<file path="config.mk">
export PLATFORM = sky130hd
export DESIGN_NAME = coproc_sched_flat
export DESIGN_NICKNAME = d
export VERILOG_FILES = /design/src/rtl/coproc_pkg.sv /design/src/rtl/coproc_sched_if.sv /design/src/rtl/rr_arb2.sv /design/src/rtl/coproc_sched.sv /design/src/flat_wrapper.sv
export SDC_FILE = /design/constraint.sdc
export NUM_CORES = 1
export LEC_CHECK = 0
export ABC_AREA = 1
export CORE_MARGIN = 2
export CORE_UTILIZATION = 42
export DETAILED_ROUTE_END_ITERATION = 6
export PLACE_DENSITY_LB_ADDON = 0.05
export SETUP_SLACK_MARGIN = 0.1
export SYNTH_ARGS = -nofsm -noshare
export SYNTH_HDL_FRONTEND = slang
export SYNTH_HIERARCHICAL = 1
export SYNTH_SLANG_ARGS = --single-unit
</file>
<file path="constraint.sdc">
create_clock -name clk -period 1.39 [get_ports clk]
set_input_delay 0.2085 -clock clk [delete_from_list [all_inputs] [get_ports clk]]
set_output_delay 0.2085 -clock clk [all_outputs]
set_load 0.05 [all_outputs]
</file>
<file path="src/rtl/coproc_pkg.sv">
// Shared widths, FSM state encoding and helpers for the coprocessor scheduler.
package coproc_pkg;

  localparam int RO_W        = 8;
  localparam int CHK_W       = 2;
  localparam int LAT_DEFAULT = 2;
  localparam int CNT_W       = 4;
  localparam int GCNT_W      = 8;

  typedef enum logic [1:0] {
    IDLE = 2'd0,
    WAIT = 2'd1,
    RESP = 2'd2
  } state_t;

  typedef struct packed {
    logic [RO_W-1:0]  ro;
    logic [CHK_W-1:0] check;
  } op_t;

  function automatic logic [GCNT_W-1:0] sat_inc(input logic [GCNT_W-1:0] v);
    return (v == {GCNT_W{1'b1}}) ? v : v + GCNT_W'(1);
  endfunction

endpackage

</file>
<file path="src/rtl/coproc_sched_if.sv">
// Requester, coprocessor and response signals of the scheduler.
// Grant counters exist only when COPROC_GNTCNT_EN is defined.
interface coproc_sched_if;
  import coproc_pkg::*;

  logic             req0_valid;
  logic             req1_valid;
  logic [RO_W-1:0]  req0_ro;
  logic [RO_W-1:0]  req1_ro;
  logic [CHK_W-1:0] req0_check;
  logic [CHK_W-1:0] req1_check;
  logic             req0_ready;
  logic             req1_ready;
  logic [RO_W-1:0]  cp_ro;
  logic [CHK_W-1:0] cp_check;
  logic             cp_q;
  logic             rsp_valid;
  logic             rsp_ready;
  logic             rsp_id;
  logic             rsp_q;
  logic             busy;
`ifdef COPROC_GNTCNT_EN
  logic [GCNT_W-1:0] gnt_cnt0;
  logic [GCNT_W-1:0] gnt_cnt1;
`endif

  modport master (
`ifdef COPROC_GNTCNT_EN
    input  gnt_cnt0, gnt_cnt1,
`endif
    output req0_valid, req1_valid, req0_ro, req1_ro, req0_check, req1_check,
    output cp_q, rsp_ready,
    input  req0_ready, req1_ready, cp_ro, cp_check,
    input  rsp_valid, rsp_id, rsp_q, busy
  );

  modport slave (
`ifdef COPROC_GNTCNT_EN
    output gnt_cnt0, gnt_cnt1,
`endif
    input  req0_valid, req1_valid, req0_ro, req1_ro, req0_check, req1_check,
    input  cp_q, rsp_ready,
    output req0_ready, req1_ready, cp_ro, cp_check,
    output rsp_valid, rsp_id, rsp_q, busy
  );

endinterface

</file>
<file path="src/rtl/rr_arb2.sv">
// Two-way round-robin arbiter: a tie goes to the requester that did not win last.
// Latency: combinational, zero cycles.
// Backpressure: none; the caller gates the grants with its own readiness.
module rr_arb2 (
  input  logic valid0,
  input  logic valid1,
  input  logic last_id,
  output logic gnt0,
  output logic gnt1
);

  assign gnt0 = valid0 && (!valid1 || last_id);
  assign gnt1 = valid1 && (!valid0 || !last_id);

endmodule

</file>
<file path="src/rtl/coproc_sched.sv">
// Schedules two requesters onto one fixed-latency coprocessor, one op in flight.
// Latency: response valid LAT+1 cycles after acceptance; grants are combinational in IDLE.
// Backpressure: holds the response until rsp_ready; requesters see ready low while busy.
// Optional grant counters are built when COPROC_GNTCNT_EN is defined.
module coproc_sched
  import coproc_pkg::*;
#(
  parameter int LAT = LAT_DEFAULT
) (
  input  logic          clk,
  input  logic          reset,
  coproc_sched_if.slave bus
);

  state_t           state;
  state_t           state_nxt;
  logic [CNT_W-1:0] cnt;
  logic             last_id;
  op_t              cp_op;
  op_t              gnt_op;
  logic             rsp_id_r;
  logic             rsp_q_r;
  logic             arb_gnt0;
  logic             arb_gnt1;
  logic             acc0;
  logic             acc1;
  logic             accept;

  rr_arb2 u_arb (
    .valid0  (bus.req0_valid),
    .valid1  (bus.req1_valid),
    .last_id (last_id),
    .gnt0    (arb_gnt0),
    .gnt1    (arb_gnt1)
  );

  always_ff @(posedge clk) begin
    if (reset) begin
      state <= IDLE;
    end else begin
      state <= state_nxt;
    end
  end

  // Grants are only offered in IDLE, so the response handshake cycle never overlaps a grant.
  always_comb begin
    state_nxt      = state;
    bus.req0_ready = 1'b0;
    bus.req1_ready = 1'b0;
    case (state)
      IDLE: begin
        bus.req0_ready = arb_gnt0;
        bus.req1_ready = arb_gnt1;
        if (arb_gnt0 || arb_gnt1) begin
          state_nxt = WAIT;
        end
      end
      WAIT: begin
        if (cnt == '0) begin
          state_nxt = RESP;
        end
      end
      RESP: begin
        if (bus.rsp_ready) begin
          state_nxt = IDLE;
        end
      end
      default: state_nxt = IDLE;
    endcase
  end

  assign acc0   = bus.req0_valid && bus.req0_ready;
  assign acc1   = bus.req1_valid && bus.req1_ready;
  assign accept = acc0 || acc1;
  assign gnt_op = acc1 ? {bus.req1_ro, bus.req1_check} : {bus.req0_ro, bus.req0_check};

  always_ff @(posedge clk) begin
    if (reset) begin
      cp_op    <= '0;
      cnt      <= '0;
      last_id  <= 1'b1;
      rsp_id_r <= 1'b0;
      rsp_q_r  <= 1'b0;
    end else if (accept) begin
      cp_op    <= gnt_op;
      rsp_id_r <= acc1;
      last_id  <= acc1;
      cnt      <= CNT_W'(LAT - 1);
    end else if (state == WAIT) begin
      if (cnt == '0) begin
        rsp_q_r <= bus.cp_q;
      end else begin
        cnt <= cnt - CNT_W'(1);
      end
    end
  end

  assign bus.cp_ro     = cp_op.ro;
  assign bus.cp_check  = cp_op.check;
  assign bus.rsp_valid = (state == RESP);
  assign bus.rsp_id    = rsp_id_r;
  assign bus.rsp_q     = rsp_q_r;
  assign bus.busy      = (state != IDLE);

`ifdef COPROC_GNTCNT_EN
  logic [GCNT_W-1:0] gnt_cnt0_r;
  logic [GCNT_W-1:0] gnt_cnt1_r;

  always_ff @(posedge clk) begin
    if (reset) begin
      gnt_cnt0_r <= '0;
      gnt_cnt1_r <= '0;
    end else begin
      if (acc0) gnt_cnt0_r <= sat_inc(gnt_cnt0_r);
      if (acc1) gnt_cnt1_r <= sat_inc(gnt_cnt1_r);
    end
  end

  assign bus.gnt_cnt0 = gnt_cnt0_r;
  assign bus.gnt_cnt1 = gnt_cnt1_r;
`endif

endmodule

</file>
<file path="src/flat_wrapper.sv">
// flat-port wrapper written by rule: the top's interface ports become plain ports
module coproc_sched_flat import coproc_pkg::*;
#(
  parameter int LAT = LAT_DEFAULT
)
  (clk, reset, bus_req0_valid, bus_req1_valid, bus_req0_ro, bus_req1_ro, bus_req0_check, bus_req1_check, bus_cp_q, bus_rsp_ready, bus_req0_ready, bus_req1_ready, bus_cp_ro, bus_cp_check, bus_rsp_valid, bus_rsp_id, bus_rsp_q, bus_busy);
  coproc_sched_if bus_i ();
  input  logic clk;
  input  logic reset;
  input wire logic [$bits(bus_i.req0_valid)-1:0] bus_req0_valid;
  input wire logic [$bits(bus_i.req1_valid)-1:0] bus_req1_valid;
  input wire logic [$bits(bus_i.req0_ro)-1:0] bus_req0_ro;
  input wire logic [$bits(bus_i.req1_ro)-1:0] bus_req1_ro;
  input wire logic [$bits(bus_i.req0_check)-1:0] bus_req0_check;
  input wire logic [$bits(bus_i.req1_check)-1:0] bus_req1_check;
  input wire logic [$bits(bus_i.cp_q)-1:0] bus_cp_q;
  input wire logic [$bits(bus_i.rsp_ready)-1:0] bus_rsp_ready;
  output wire logic [$bits(bus_i.req0_ready)-1:0] bus_req0_ready;
  output wire logic [$bits(bus_i.req1_ready)-1:0] bus_req1_ready;
  output wire logic [$bits(bus_i.cp_ro)-1:0] bus_cp_ro;
  output wire logic [$bits(bus_i.cp_check)-1:0] bus_cp_check;
  output wire logic [$bits(bus_i.rsp_valid)-1:0] bus_rsp_valid;
  output wire logic [$bits(bus_i.rsp_id)-1:0] bus_rsp_id;
  output wire logic [$bits(bus_i.rsp_q)-1:0] bus_rsp_q;
  output wire logic [$bits(bus_i.busy)-1:0] bus_busy;
  assign bus_i.req0_valid = bus_req0_valid;
  assign bus_i.req1_valid = bus_req1_valid;
  assign bus_i.req0_ro = bus_req0_ro;
  assign bus_i.req1_ro = bus_req1_ro;
  assign bus_i.req0_check = bus_req0_check;
  assign bus_i.req1_check = bus_req1_check;
  assign bus_i.cp_q = bus_cp_q;
  assign bus_i.rsp_ready = bus_rsp_ready;
  assign bus_req0_ready = bus_i.req0_ready;
  assign bus_req1_ready = bus_i.req1_ready;
  assign bus_cp_ro = bus_i.cp_ro;
  assign bus_cp_check = bus_i.cp_check;
  assign bus_rsp_valid = bus_i.rsp_valid;
  assign bus_rsp_id = bus_i.rsp_id;
  assign bus_rsp_q = bus_i.rsp_q;
  assign bus_busy = bus_i.busy;
  coproc_sched #(.LAT(LAT)) u_core (.clk(clk), .reset(reset), .bus(bus_i));
endmodule
</file>
-- Word-level counts from Yosys, hierarchy flattened
Index checks and enable logic that the tools add are counted.
- flip-flop bits (word level): 19
- input bits: 26
- logic and storage cells: 47
- $add $sub $neg: 1
- eq/ne operators: 6
- multiplexer cells: 10
- bitwise gates (word level): 2
- reductions and logical operators: 20
- operators by type and width (cell ; number):
    two-way mux 10 bit ; 1
    two-way mux 2 bit ; 3
    one-hot mux 2 bit (3 select lines) ; 1
    AND reduction 3 bit ; 2
    two-way mux 1 bit ; 5
    logical AND 1 bit ; 4
    zero test 4 bit ; 1
    logical OR 1 bit ; 4
    inequality test 2 x 1 -> 1 bit (second input constant) ; 2
    inequality test 2 bit (second input constant) ; 2
    AND reduction 2 bit ; 2
    nonzero test 2 bit ; 2
    subtractor 4 x 1 -> 4 bit (second input constant) ; 1
    zero test 1 bit ; 3
    equality test 2 x 1 -> 1 bit (second input constant) ; 1
    equality test 2 bit (second input constant) ; 1
    zero test 2 bit ; 1
    NOT 1 bit ; 2
    OR reduction 2 bit ; 1

-- Depth between registers and ports, before layout
- depth after elaboration: 8
- gate-level depth with buffers: 8
- depth with buffers taken out: 8

-- Hierarchy
Netlist, hierarchy kept.
- by module, submodules not included (module ; times used ; cells an instance ; area each (um^2) ; seq. area each (um^2)):
    coproc_sched ; 1 ; 150 ; 975.9 ; 380.4
    rr_arb2 ; 1 ; 4 ; 27.5 ; 0.0

-- Least setup slack after synthesis
OpenSTA, ideal clock, no wires.
- path kind: reg2reg
- from: reg u_core.state[0]
- to: reg u_core.state[0]
- setup time: 70 ps
- arrival time: 1692 ps
- required time: 1320 ps
- path slack: -371 ps
- stages on the path, launching flop included: 6
- path buffers: 0
- clock period less this slack: 1761 ps
- cells stage by stage: dfxtp_1 nor2_4 inv_1 nor2_1 nor2_1 a21oi_1
- cells in the longest elaborated chain, start to end: 3
- elaborated cells on any way between the ends: 8
- RTL lines (what ; RTL line ; text):
    from (decl) ; coproc_sched.sv:15 ; state_t state;
    from (signal assigned) ; coproc_sched.sv:41 ; state <= state_nxt;
    equality test 2 x 1 -> 1 bit, or another cell as far along ; coproc_sched.sv:50 ; case (state)
    inequality test 2 bit (no line) / inequality test 2 x 1 -> 1 bit (equally long branches) ; - ;
    AND reduction 3 bit (no line) ; - ;
Parallel ways exist; a longest one is shown, timed or not.
A chain may end at the register's enable or synchronous reset.

-- Worst setup path after layout
- from: reg u_core.last_id
- to: out bus_req0_ready
- cells in the longest elaborated chain, start to end: 3
- RTL lines (what ; RTL line ; text):
    from (decl) ; coproc_sched.sv:18 ; logic last_id;
    from (signal assigned) ; coproc_sched.sv:81 ; last_id <= 1'b1;
    from (signal assigned) ; coproc_sched.sv:87 ; last_id <= acc1;
    logical OR 1 bit ; rr_arb2.sv:12 ; assign gnt0 = valid0 && (!valid1 || last_id);
    logical AND 1 bit ; rr_arb2.sv:12 ;
    via u_core.arb_gnt0 ; coproc_sched.sv:23 ; logic arb_gnt0;
    two-way mux 1 bit ; coproc_sched.sv:50 ;
    to (decl) ; flat_wrapper.sv:18 ; output wire logic [$bits(bus_i.req0_ready)-1:0] bus_req0_ready;
The timed path passes the listed nets, and every way through them passes these cells.

==> results <==
flip-flops by register name (all words and copies together), names as in the netlist:
name	cells
u_core/bus.cp_ro	8
u_core/cnt	4
u_core/bus.cp_check	2
u_core/state	2
u_core/bus.rsp_id	1
u_core/bus.rsp_q	1
u_core/last_id	1
logic make-up after synthesis:
| group | after synthesis |
|---|---|
| AND/OR/NAND/NOR | 101 |
| adder cells (fa/ha/maj) | 1 |
| AO/OA/AOI/OAI | 9 |
| flip-flops | 19 |
| XOR/XNOR | 1 |
| buffers and inverters | 23 |
Yosys cell counts:
library cell / count
buf_2: 3
nand2_1: 66
a21oi_2: 1
xnor2_1: 1
clkbuf_1: 2
nand3_1: 13
buf_4: 1
nor2_1: 7
a21boi_2: 1
buf_6: 1
nor2_4: 1
nor2_2: 1
ha_1: 1
nand4_1: 10
dfxtp_1: 19
inv_1: 16
o21ai_0: 1
nand2_2: 1
nand3_2: 2
a21oi_1: 6
per-layer routing:
metal | GRT usage (%) | wire length, um | vias to the layer above | share of wire [%]
met2 | 43.1 | 1670 | 49 | 55
met1 | 22.9 | 1140 | 545 | 37
met5 | 0 | 0 | - | 0
li1 | - | - | 601 | -
met3 | 4.80 | 221 | 4 | 7.2
met4 | 5.13 | 29 | 0 | 0.95
worst reg2reg max path: stages, from the launching register on:
cell	delay [ns]
dfxtp_4	0.39
inv_2	0.05
a21oi_4	0.14
buf_4	0.13
buf_6	0.09
nand3_4	0.08
nand2_4	0.10
nor2_2	0.05
buf_4	0.15
nand2_1	0.05
nand2_1	0.06
path summary, 6_finish.rpt:
| path | cells past startpoint | endpoint | slack, ns | start |
|---|---|---|---|---|
| worst min-delay path | 3 | u_core/bus.rsp_q | 0.48 | bus_cp_q |
| worst max-delay path | 5 | bus_req0_ready | -0.03 | u_core/last_id |
| worst min register to register | 2 | u_core/bus.rsp_q | 0.50 | u_core/bus.rsp_q |
| worst max register to register | 10 | u_core/bus.cp_ro[4] | 0.02 | u_core/last_id |
final cells by class:
| class | instances | area [um2] |
|---|---|---|
| repair buffers | 60 | 722 |
| flip-flops and latches | 19 | 388 |
| clock buffers | 3 | 22.5 |
| well taps | 28 | 35.0 |
| multi-input cells | 112 | 584 |
| inverters | 16 | 60.1 |
| clock inverters | 1 | 5.00 |
| fillers | 135 | 417 |
power breakdown:
part	switching, mW	internal, mW
clock	0.183	0.108
combinational	0.532	0.451
sequential	0.0642	0.609
timing repair:
item                                    CTS  global route
pin swaps                                 5             3
buffers inserted                          3             1
endpoints found under the setup margin   18            18
gates cloned                              0             2
gates resized for setup                  12            18
==> flow_metrics.tcl <==
set metrics [dict create \
    status "finished with violations" \
    failed_checks "setup timing" \
    overflow 0 \
    peakVddDrop_mv 0.746 \
    period_share_pct 102 \
    synth_top_area_share_pct 37.9 \
    endpoint_kind "output pin" \
    wl_per_cell_um 12.8 \
    fin_util_pct 81.3 \
    worst_slack_ns -0.0273 \
    max_slew.worst_pin.slew_ns 0.258 \
    cp_max_fo 3 \
    clkTransAtPathRegs_ns 0.12 \
    core_area_um2 2230 \
    postPlaceCellArea_um2 1670 \
    dieArea_um2 2800 \
    synth-seq-cells 19 \
    ys_warn_count 6 \
    setup_violations 1 \
    max_stage_delay_ns 0.39 \
    layout_common_cells "nand2_1, clkdlybuf4s50_1, buf_12, dfxtp_1, nand3_1" \
    place_ws_ns -0.256 \
    grt_pass1_vias 1165 \
    rsz0062_at_grt "yes" \
    htree_levels 1 \
    hold_path_class "primary input to flip-flop" \
    cts_tree "built" \
    crit_family "flip-flops" \
    vias_per_cell 5.02 \
    final_common_cell "nand2_1" \
    clock.fmax_mhz 706 \
    io_pins 42 \
    slew_violations 0 \
    cts_hold_buf 0 \
    holdWs_ns 0.482 \
    synthAdderAreaFrac_pct 1.25 \
    diodes 0 \
    grt_pass1_wl_mm 4.62 \
    grt_antenna_before_repair 0 \
    placed_cells 229 \
    power_leakage_nw 0.871 \
    die_h_um 52.9 \
    grt_max_degree 12 \
    cp.required_ns 1.18 \
    yosysSeqAreaShare_pct 37.9 \
    area.growth.synth_to_final_pct 81.0 \
    path_cells "inv_2 > a21oi_4 > inv_2 > nor2_4 > buf_12" \
    netlist_area_um2 1000 \
    synthMuxAreaShare_pct 0 \
    grt_use_total_pct 21.8 \
    clock_skew_ns 0.0111 \
    synthTopCellsByArea "dfxtp_1, nand2_1, nand3_1, nand4_1, inv_1" \
    place_congestion 0.739 \
    synth_top_family_by_area "simple AND/OR/NAND/NOR gates" \
    dr.pass1.iters 4 \
    antenna_left 0 \
    path_class "flip-flop to output pin" \
    drc_errors 0 \
    critPathBufInv 3 \
    crit_path_frequent_cell "inv_2" \
    p_per_area_nw_per_um2 1070 \
    clock-root-buffer "clkbuf_4" \
    clk_latency_ns 0.31 \
    rows 17 \
    stdcell_area_um2 1820 \
    layout.nets 239 \
    fin_tns_setup_ns -0.0273 \
    worst_path_max_delay_cell "dfxtp_4" \
    period_needed_ns 1.42 \
    synth.avg_cell_area_um2 6.52 \
    floorplan.initialDensity_pct 44.9 \
    synth_xor_area_share_pct 0.873 \
    layout-drive-gt1-share_pct 29.4 \
    place_hpwl_mm 2.02 \
    yosys.area.top_type "dfxtp_1" \
    synthSimpleGateAreaFrac_pct 44.4 \
    drv_cap 0 \
    routed_wirelength_mm 3.07 \
    syn-num-nets 181 \
    ys_types 20 \
    finalNonFillerCells 239 \
    vias 1199 \
    finalHoldViolCount 0 \
    design_power_total_mw 1.95 \
    numCtsBuffers 3 \
    slew_headroom_pct 82.8 \
    clock-sinks 19 \
    port_buffers 41 \
    clk_path_buf_depth 2 \
    die_w_um 52.9 \
    synth-compound-area-share_pct 5.49 \
    drt_iter0_drc 20 \
    cp.arrival_ns 1.21 \
    start_kind "flip-flop" \
    synthesis.instances 154 \
]
(Power assumes the default switching activity.)
